$ cat src/rtl/sfi_pipe_bridge.sv
// SFI request/response pipe bridge: registered FIFOs on both paths,
// per-message outstanding count with limit, optional underflow flag.
//
// Ports:
//   clk, rst_n        clock, async active-low reset
//   s_req_*           upstream request in  (vld/rdy/last/pld)
//   m_req_*           downstream request out
//   m_rsp_*           downstream response in
//   s_rsp_*           upstream response out
//   out_cnt           outstanding-message count
//   idle              both FIFOs empty and out_cnt==0
//   err               sticky response-underflow flag
// Macro SFI_PIPE_BRIDGE_ERR_EN enables the err flag; otherwise err=0.

module sfi_pipe_bridge_fifo #(
   parameter int W     = 8,
   parameter int DEPTH = 2
) (
   input  logic         clk,
   input  logic         rst_n,
   input  logic         push,
   input  logic [W-1:0] din,
   input  logic         pop,
   output logic [W-1:0] dout,
   output logic         full,
   output logic         empty
);
   localparam int PW = (DEPTH > 1) ? $clog2(DEPTH) : 1;
   localparam int CW = $clog2(DEPTH + 1);

   logic [W-1:0]  mem [DEPTH];
   logic [PW-1:0] wr_ptr;
   logic [PW-1:0] rd_ptr;
   logic [CW-1:0] count;
   logic          do_push;
   logic          do_pop;

   assign full    = (count == CW'(DEPTH));
   assign empty   = (count == '0);
   assign do_push = push & ~full;
   assign do_pop  = pop & ~empty;
   assign dout    = mem[rd_ptr];

   // explicit wrap so non-power-of-two depths work
   function automatic logic [PW-1:0] nxt(input logic [PW-1:0] p);
      return (p == PW'(DEPTH - 1)) ? '0 : p + PW'(1);
   endfunction

   always_ff @(posedge clk or negedge rst_n) begin
      if (!rst_n) begin
         wr_ptr <= '0;
         rd_ptr <= '0;
         count  <= '0;
      end else begin
         if (do_push) wr_ptr <= nxt(wr_ptr);
         if (do_pop)  rd_ptr <= nxt(rd_ptr);
         unique case ({do_push, do_pop})
            2'b10:   count <= count + CW'(1);
            2'b01:   count <= count - CW'(1);
            default: count <= count;
         endcase
      end
   end

   always_ff @(posedge clk) begin
      if (do_push) mem[wr_ptr] <= din;
   end
endmodule

module sfi_pipe_bridge #(
   parameter int REQ_W     = 176,
   parameter int RSP_W     = 104,
   parameter int REQ_DEPTH = 2,
   parameter int RSP_DEPTH = 2,
   parameter int MAX_OUT   = 8
) (
   input  logic             clk,
   input  logic             rst_n,
   input  logic             s_req_vld,
   output logic             s_req_rdy,
   input  logic             s_req_last,
   input  logic [REQ_W-1:0] s_req_pld,
   output logic             m_req_vld,
   input  logic             m_req_rdy,
   output logic             m_req_last,
   output logic [REQ_W-1:0] m_req_pld,
   input  logic             m_rsp_vld,
   output logic             m_rsp_rdy,
   input  logic             m_rsp_last,
   input  logic [RSP_W-1:0] m_rsp_pld,
   output logic             s_rsp_vld,
   input  logic             s_rsp_rdy,
   output logic             s_rsp_last,
   output logic [RSP_W-1:0] s_rsp_pld,
   output logic [7:0]       out_cnt,
   output logic             idle,
   output logic             err
);
   typedef enum logic {ST_IDLE, ST_BURST} state_t;

   state_t state;
   state_t state_nxt;
   logic   alive;
   logic   req_full, req_empty;
   logic   rsp_full, rsp_empty;
   logic   req_acc;
   logic   rsp_last_hs;
   logic   inc, dec;
   logic   at_limit;

   // holds both rdy outputs low through reset and releases them
   // on the first edge after rst_n deasserts
   always_ff @(posedge clk or negedge rst_n) begin
      if (!rst_n) alive <= 1'b0;
      else        alive <= 1'b1;
   end

   assign at_limit  = (out_cnt == 8'(MAX_OUT));
   // limit only gates message starts, so a burst is never split
   assign s_req_rdy = alive & ~req_full &
                      ((state == ST_BURST) | ~at_limit);
   assign req_acc   = s_req_vld & s_req_rdy;
   assign m_req_vld = ~req_empty;
   assign m_rsp_rdy = alive & ~rsp_full;
   assign s_rsp_vld = ~rsp_empty;

   sfi_pipe_bridge_fifo #(.W(REQ_W + 1), .DEPTH(REQ_DEPTH)) u_req (
      .clk   (clk),
      .rst_n (rst_n),
      .push  (req_acc),
      .din   ({s_req_last, s_req_pld}),
      .pop   (m_req_rdy),
      .dout  ({m_req_last, m_req_pld}),
      .full  (req_full),
      .empty (req_empty)
   );

   sfi_pipe_bridge_fifo #(.W(RSP_W + 1), .DEPTH(RSP_DEPTH)) u_rsp (
      .clk   (clk),
      .rst_n (rst_n),
      .push  (m_rsp_vld & m_rsp_rdy),
      .din   ({m_rsp_last, m_rsp_pld}),
      .pop   (s_rsp_rdy),
      .dout  ({s_rsp_last, s_rsp_pld}),
      .full  (rsp_full),
      .empty (rsp_empty)
   );

   always_ff @(posedge clk or negedge rst_n) begin
      if (!rst_n) state <= ST_IDLE;
      else        state <= state_nxt;
   end

   always_comb begin
      state_nxt = state;
      inc       = 1'b0;
      unique case (1'b1)
         (state == ST_IDLE): begin
            inc = req_acc;
            if (req_acc && !s_req_last) state_nxt = ST_BURST;
         end
         (state == ST_BURST): begin
            if (req_acc && s_req_last) state_nxt = ST_IDLE;
         end
         default: state_nxt = ST_IDLE;
      endcase
   end

   assign rsp_last_hs = s_rsp_vld & s_rsp_rdy & s_rsp_last;
   assign dec         = rsp_last_hs & (out_cnt != 8'd0);

   always_ff @(posedge clk or negedge rst_n) begin
      if (!rst_n) begin
         out_cnt <= 8'd0;
      end else begin
         unique case ({inc, dec})
            2'b10:   out_cnt <= out_cnt + 8'd1;
            2'b01:   out_cnt <= out_cnt - 8'd1;
            default: out_cnt <= out_cnt;
         endcase
      end
   end

   assign idle = req_empty & rsp_empty & (out_cnt == 8'd0);

`ifdef SFI_PIPE_BRIDGE_ERR_EN
   logic err_q;
   always_ff @(posedge clk or negedge rst_n) begin
      if (!rst_n)                           err_q <= 1'b0;
      else if (rsp_last_hs && !(|out_cnt)) err_q <= 1'b1;
   end
   assign err = err_q;
`else
   assign err = 1'b0;
`endif
endmodule
$ cat config.mk
export PLATFORM = sky130hd
export DESIGN_NAME = sfi_pipe_bridge
export DESIGN_NICKNAME = d
export VERILOG_FILES = /design/src/rtl/sfi_pipe_bridge.sv
export SDC_FILE = /design/constraint.sdc
export NUM_CORES = 1
export LEC_CHECK = 0
export BUFFER_PORTS_ARGS = -buffer_cell sky130_fd_sc_hd__buf_2
export CAP_MARGIN = 20
export CORE_AREA = 5 5 227 229
export DETAILED_ROUTE_END_ITERATION = 10
export DIE_AREA = 0 0 232 234
export GPL_TIMING_DRIVEN = 0
export PLACE_DENSITY_LB_ADDON = 0.08
export SLEW_MARGIN = 20
export SYNTH_ARGS = -nofsm -noshare
export SYNTH_HDL_FRONTEND = slang
export SYNTH_SLANG_ARGS = --single-unit
$ cat constraint.sdc
create_clock -name clk -period 15.3 [get_ports clk]
set_input_delay 0.765 -clock clk [delete_from_list [all_inputs] [get_ports clk]]
set_output_delay 0.765 -clock clk [all_outputs]
set_load 0.03 [all_outputs]
==> results of run 1 <==
## cell usage in the layout, fill, tap and decap left out, types with 4 or more instances in the layout
| cell | netlist | final |
|---|---|---|
| buf_12 | 0 | 12 |
| buf_16 | 0 | 8 |
| buf_2 | 30 | 612 |
| clkbuf_1 | 4 | 18 |
| clkbuf_16 | 0 | 59 |
| clkinv_1 | 0 | 16 |
| clkinv_2 | 0 | 10 |
| dfrtp_1 | 18 | 18 |
| diode_2 | 0 | 17 |
| edfxtp_1 | 564 | 564 |
| ha_1 | 9 | 9 |
| inv_1 | 7 | 7 |
| mux2_2 | 282 | 282 |
| nand2_1 | 10 | 10 |
| nor2_1 | 8 | 6 |
| o21ai_0 | 6 | 6 |
| xnor2_1 | 10 | 10 |
| xor2_1 | 4 | 4 |
## worst register-to-register path, delay by kind of cell (launching register included)
kind	cells	cell delay, ns
AO/OA/AOI/OAI	4	0.89
adder cells (fa/ha/maj)	2	0.71
buffers and inverters	2	0.63
multiplexers	2	0.50
flip-flops	1	0.32
AND/OR/NAND/NOR	1	0.12
## flip-flops by register name (all words and copies together) (netlist names), named ones only
| register | count |
|---|---|
| u_req.count | 2 |
| u_req.rd_ptr | 1 |
| u_rsp.wr_ptr | 1 |
| out_cnt | 8 |
| u_rsp.mem | 210 |
| alive | 1 |
| u_req.wr_ptr | 1 |
| u_rsp.count | 2 |
| u_req.mem | 354 |
| u_rsp.rd_ptr | 1 |
## power by group
group / switching (mW) / internal, mW
clock: 0.566 / 0.762
combinational: 1.23 / 0.649
sequential: 0.0561 / 1.99
total: 1.85 / 3.40
## cells by family (layout without fill, tap and decap cells)
group,Yosys count,count (layout),synth area share (%)
flops,582,582,81.2
xor+xnor,14,14,0.572
simple gates,33,33,0.771
buf+inv,42,750,0.929
fa+ha+maj,10,10,0.619
other cells,2,19,0.0351
mux,284,284,14.9
compound gates,28,28,0.970
## metal layers
metal / vias to the layer above / global-route usage [%]
met5: - / 0
met4: 14 / 6.22
met3: 100 / 8.94
met2: 406 / 33.2
met1: 5695 / 21.0
li1: 5308 / -
## area by class of cell
cell class	count	area (um^2)
Antenna cell	17	42.5
Clock buffer	75	1560
Tap cell	672	841
Fill cell	4052	22000
Multi-Input combinational cell	371	3860
Sequential cell	582	17400
Clock inverter	31	216
Timing Repair Buffer	602	3370
Inverter	7	26.3
Buffer	35	173
## final timing paths
path	start	end	slack, ns
worst min-delay path	rst_n	out_cnt[5]	0.11
worst min register to register	u_rsp.count[1]	u_rsp.count[1]	0.48
worst max-delay path	u_req.rd_ptr	m_req_pld[58]	11.79
min in group clk	s_req_pld[123]	u_req.mem[0][123]	0.35
max in group asynchronous	rst_n	out_cnt[1]	14.88
worst max register to register	u_rsp.rd_ptr	out_cnt[7]	12.03
## metrics by stage
stage	power (mW)	hold slack, ns	cells	area (um^2)
4_1_cts	5.34	0.0774	2375	27400
3_5_place_dp	3.99	0.465	2269	25700
6_report	5.25	0.109	2392	27500
5_1_grt	5.50	0.108	2383	27400
2_1_floorplan	3.39	0.450	995	21400
3_3_place_gp	4.00	0.470	2249	25200
==> results_dict.tcl, run 1 <==
set metrics [dict create \
    status "completed" \
    fin_skew_ns 0.0137 \
    coreArea_um2 49500 \
    wl_mm 54.1 \
    synth.area.top_cells "edfxtp_1 79%, mux2_2 15%, dfrtp_1 2.1%" \
    wl_met3_mm 5.61 \
    power.density_nw_per_um2 191 \
    dp_hpwl_mm 41.0 \
    post-route-util_pct 55.6 \
    wl_per_cell_um 22.6 \
    rsz0062_at_grt "false" \
    highest_layer "met5" \
    cts_setup_buffers 0 \
    die_x_um 232 \
    syn_area_per_cell_um2 21.5 \
    postRouteAntennaNets 0 \
    die_h_um 234 \
    drive_gt1_share_pct 58.8 \
    worst-setup-path-type "flip-flop to output pin" \
    worst_slew_pin_slew_ns 0.711 \
    drc 0 \
    cap_violations 0 \
    track_usage_pct 19.2 \
    synth_top_cell_area_share_pct 79.1 \
    drt_iter0_drc 637 \
    clkLatencyLatePin_ns 0.60 \
    critPathCaptureType "output pin" \
    max_freq_mhz 285 \
    fin_crit_ns 3.51 \
    ir_worst_vdd_uv 109 \
    overflow 0 \
    yosysUniqueCellTypes 39 \
    wl_met1_mm 19.4 \
    slew_viol_final 0 \
    post_drt_via_cell_ratio 4.82 \
    required_ns 14.53 \
    die-area_um2 54300 \
    post-route-worst-setup-slack_ns 11.79 \
    hp-class "input port to asynchronous set/reset pin" \
    crit_family "buffers and inverters" \
    tns_ns 0 \
    htree_levels 2 \
    crit_fanout 10 \
    worstPathArrival_ns 2.74 \
    critPathMaxStageDelay_ns 0.55 \
    p_leak_nw 10.3 \
    cts_buffers 58 \
    start_util_pct 43.3 \
    clock_path_buffers 3 \
    num-nets-final 1955 \
    grt_first_pass_wirelength_mm 76.9 \
    route.met2.wl_mm 27.4 \
    rows 82 \
    cp_cell_sequence "buf_2 -> clkbuf_1 -> buf_2 -> mux2_2 -> buf_2" \
    finalSetupViolations 0 \
    crit_slowest_cell "clkbuf_1" \
    clockRootBuffer "clkbuf_16" \
    cp_common_cell "buf_2" \
    synth_edf_count 564 \
    io_pins 584 \
    async_reset_ff_share_pct 3.09 \
    antenna_found_initial 21 \
    area_growth_pct 28.3 \
    port_buffers 582 \
    cts_resized 0 \
    hold_viol_final 0 \
    first_global_vias 12200 \
    fin_crit_sh_pct 22.9 \
    synthCells 995 \
    ys_ff_latch 582 \
    syn_area_um2 21400 \
    synth_fp_nets 1293 \
    yosysTopAreaCell "edfxtp_1" \
    clock_sinks 582 \
    slew_headroom_pct 52.5 \
    worst-path-stages 5 \
    grt_max_degree 46 \
    holdBufCountCts 0 \
    crit_buf_inv 4 \
    path_clk_slew_ns 0.06 \
    yosysMostFrequentCell "edfxtp_1" \
    reg2reg_depth 11 \
    tritoncts "done" \
    vias 11500 \
    ys.flop_type "edfxtp_1" \
    synthTopCellsByCount "564 x edfxtp_1, 282 x mux2_2, 30 x buf_2" \
    critPathLaunchType "flip-flop" \
    seq_area_frac_synth_pct 81.2 \
    synth_warnings 0 \
    gp_congestion 0.809 \
    first_pass_iters 4 \
    post-place-ws_ns 11.98 \
]
(Power assumes the default switching activity.)
==> inputs of run 2 (changes only) <==
--- a/config.mk
+++ b/config.mk
@@ -7,9 +7,9 @@
 export LEC_CHECK = 0
 export BUFFER_PORTS_ARGS = -buffer_cell sky130_fd_sc_hd__buf_2
 export CAP_MARGIN = 20
-export CORE_AREA = 5 5 227 229
+export CORE_AREA = 5 5 226 228
 export DETAILED_ROUTE_END_ITERATION = 10
-export DIE_AREA = 0 0 232 234
+export DIE_AREA = 0 0 231 233
 export GPL_TIMING_DRIVEN = 0
 export PLACE_DENSITY_LB_ADDON = 0.08
 export SLEW_MARGIN = 20
==> constraint.sdc (replaced) <==
create_clock -name clk -period 2.8 [get_ports clk]
set_input_delay 0.14 -clock clk [delete_from_list [all_inputs] [get_ports clk]]
set_output_delay 0.14 -clock clk [all_outputs]
set_load 0.03 [all_outputs]
==> run 2 against run 1 <==
Global-route usage rose by 0.54 points. Critical path type is now flip-flop to flip-flop. Sequential power rose to 5.5 times the previous value. Wire length rose by 1.5%.
==> results_dict.tcl, run 2 (synthesis gave the netlist of run 1 again) <==
set metrics [dict create \
    mostFrequentLayoutCells "611 x buf_2, 564 x edfxtp_1, 287 x dlygate4sd3_1" \
    drc 0 \
    worst-setup-path-type "flip-flop to flip-flop" \
    track_usage_pct 19.7 \
    postRouteAntennaNets 0 \
    post-route-worst-setup-slack_ns 0.0148 \
    hp-class "input port to asynchronous set/reset pin" \
    overflow 0 \
    regArea_um2 17400 \
    final_common_cell "buf_2" \
    slew_viol_final 0 \
    tritoncts "done" \
    hold_viol_final 0 \
    die_x_um 231 \
    path_clk_slew_ns 0.06 \
    required_ns 3.28 \
    finalSetupViolations 0 \
    fin_cells 2630 \
    worst_slew_pin_slew_ns 0.615 \
    finalInstanceArea_um2 30500 \
    fin_crit_ns 2.79 \
    status "completed" \
    largest-register "u_req.mem" \
    io_pins 584 \
    num-nets-final 2248 \
    fillers 3650 \
    fin_skew_ns 0.0166 \
    multi_input_area_um2 3950 \
    antenna_found_initial 4 \
    drt_iter0_drc 551 \
    post-place-ws_ns -0.528 \
    coreArea_um2 48600 \
    post-route-util_pct 62.7 \
    rows 81 \
    port_buffers 582 \
    placed_area_um2 25600 \
    cts_buffers 60 \
    grt_first_pass_wirelength_mm 80.5 \
    rsz0062_at_grt "true" \
    vias 12700 \
    dp_hpwl_mm 39.5 \
    tns_ns 0 \
    critPathLaunchType "flip-flop" \
    cap_violations 0 \
    die-area_um2 53800 \
    clkLatencyLatePin_ns 0.60 \
    ir_worst_vdd_uv 647 \
    post_drt_via_cell_ratio 4.82 \
    fin_crit_sh_pct 99.5 \
    first_global_vias 13600 \
    largest_register_ffs 354 \
    slew_headroom_pct 59.0 \
    wl_mm 54.9 \
    wl_per_cell_um 20.9 \
    worstPathArrival_ns 3.26 \
    p_leak_nw 11.6 \
    critPathCaptureType "flip-flop" \
    top_regs "u_req.mem (354), u_rsp.mem (210), out_cnt (8)" \
    drive_gt1_share_pct 51.5 \
    gp_congestion 0.790 \
    dpl.cell_count 2218 \
    power.density_nw_per_um2 967 \
    area_growth_pct 42.5 \
    clock_path_buffers 3 \
    start_util_pct 44.0 \
    clock_sinks 582 \
    htree_levels 2 \
    die_h_um 233 \
    max_freq_mhz 359 \
    first_pass_iters 4 \
    clockRootBuffer "clkbuf_16" \
    crit_fanout 8 \
    grt_max_degree 43 \
]
==> run 2: changes by cell type in the layout (fill, tap and decap cells not counted), moves of 3 or more <==
cell,delta
buf_12,-5
buf_16,+4
buf_4,+6
clkbuf_1,+4
clkinv_1,-3
dfrtp_1,-8
dfrtp_2,+8
diode_2,-11
dlygate4sd3_1,+287
==> run 2: report_power, final <==
group	leakage (nW)	internal, mW	switching (mW)
Sequential	5.36	10.9	0.353
Combinational	5.28	3.90	6.81
Clock	0.920	4.42	3.14
Total	11.6	19.2	10.3
==> run 2: stage by stage <==
step,hold WS [ns],power [mW]
2_1_floorplan,-0.156,18.5
3_3_place_gp,0.109,21.6
3_5_place_dp,0.109,21.8
4_1_cts,0.0219,29.8
5_1_grt,0.0926,30.8
6_report,0.0649,29.5
==> run 2: layer usage <==
metal,track usage [%],up-vias,share of wire [%]
met5,0,-,0
met1,22.5,6237,37
met4,7.89,0,3.8
li1,-,5882,-
met2,34.4,444,51
met3,6.46,106,8.2
==> run 2: worst max-delay path: stages (launching register included) <==
cell and delay, ns:
dfrtp_2 0.45, nor4_4 0.36, nand2_1 0.13, o211a_1 0.26
ha_4 0.21, ha_1 0.31, a211oi_2 0.24, nor2_1 0.12
a221oi_2 0.28, xnor2_1 0.10, a32o_1 0.21
==> run 2: final timing paths <==
check	from	cells past startpoint	endpoint	slack (ns)
max	out_cnt[5]	10	out_cnt[7]	0.01
min	rst_n	2	u_req.wr_ptr	0.06
max reg2reg	out_cnt[5]	10	out_cnt[7]	0.01
min reg2reg	u_req.count[0]	1	u_req.count[0]	0.54
max in group asynchronous	rst_n	2	out_cnt[0]	2.40
min in group clk	s_req_pld[0]	2	u_req.mem[1][0]	0.26
==> run 2: timing repair <==
item | 4_1_cts | 5_1_grt
pin swaps | 2 | 5
hold buffers | 287 | 0
hold endpoints to repair | 587 | 0
buffers inserted | 2 | 3
setup endpoints to repair | 148 | 95
resized for setup | 6 | 7
cloned | 0 | 1
==> run 2: final cells by class <==
class / instances / area share, %
multi-input combinational: 372 / 12.9
inverter: 7 / 0.0861
clock inverter: 31 / 0.828
clock buffer: 83 / 5.34
tap: 622 / 2.55
buffer: 34 / 0.566
timing repair buffer: 893 / 20.6
antenna: 6 / 0.0492
sequential: 582 / 57.0
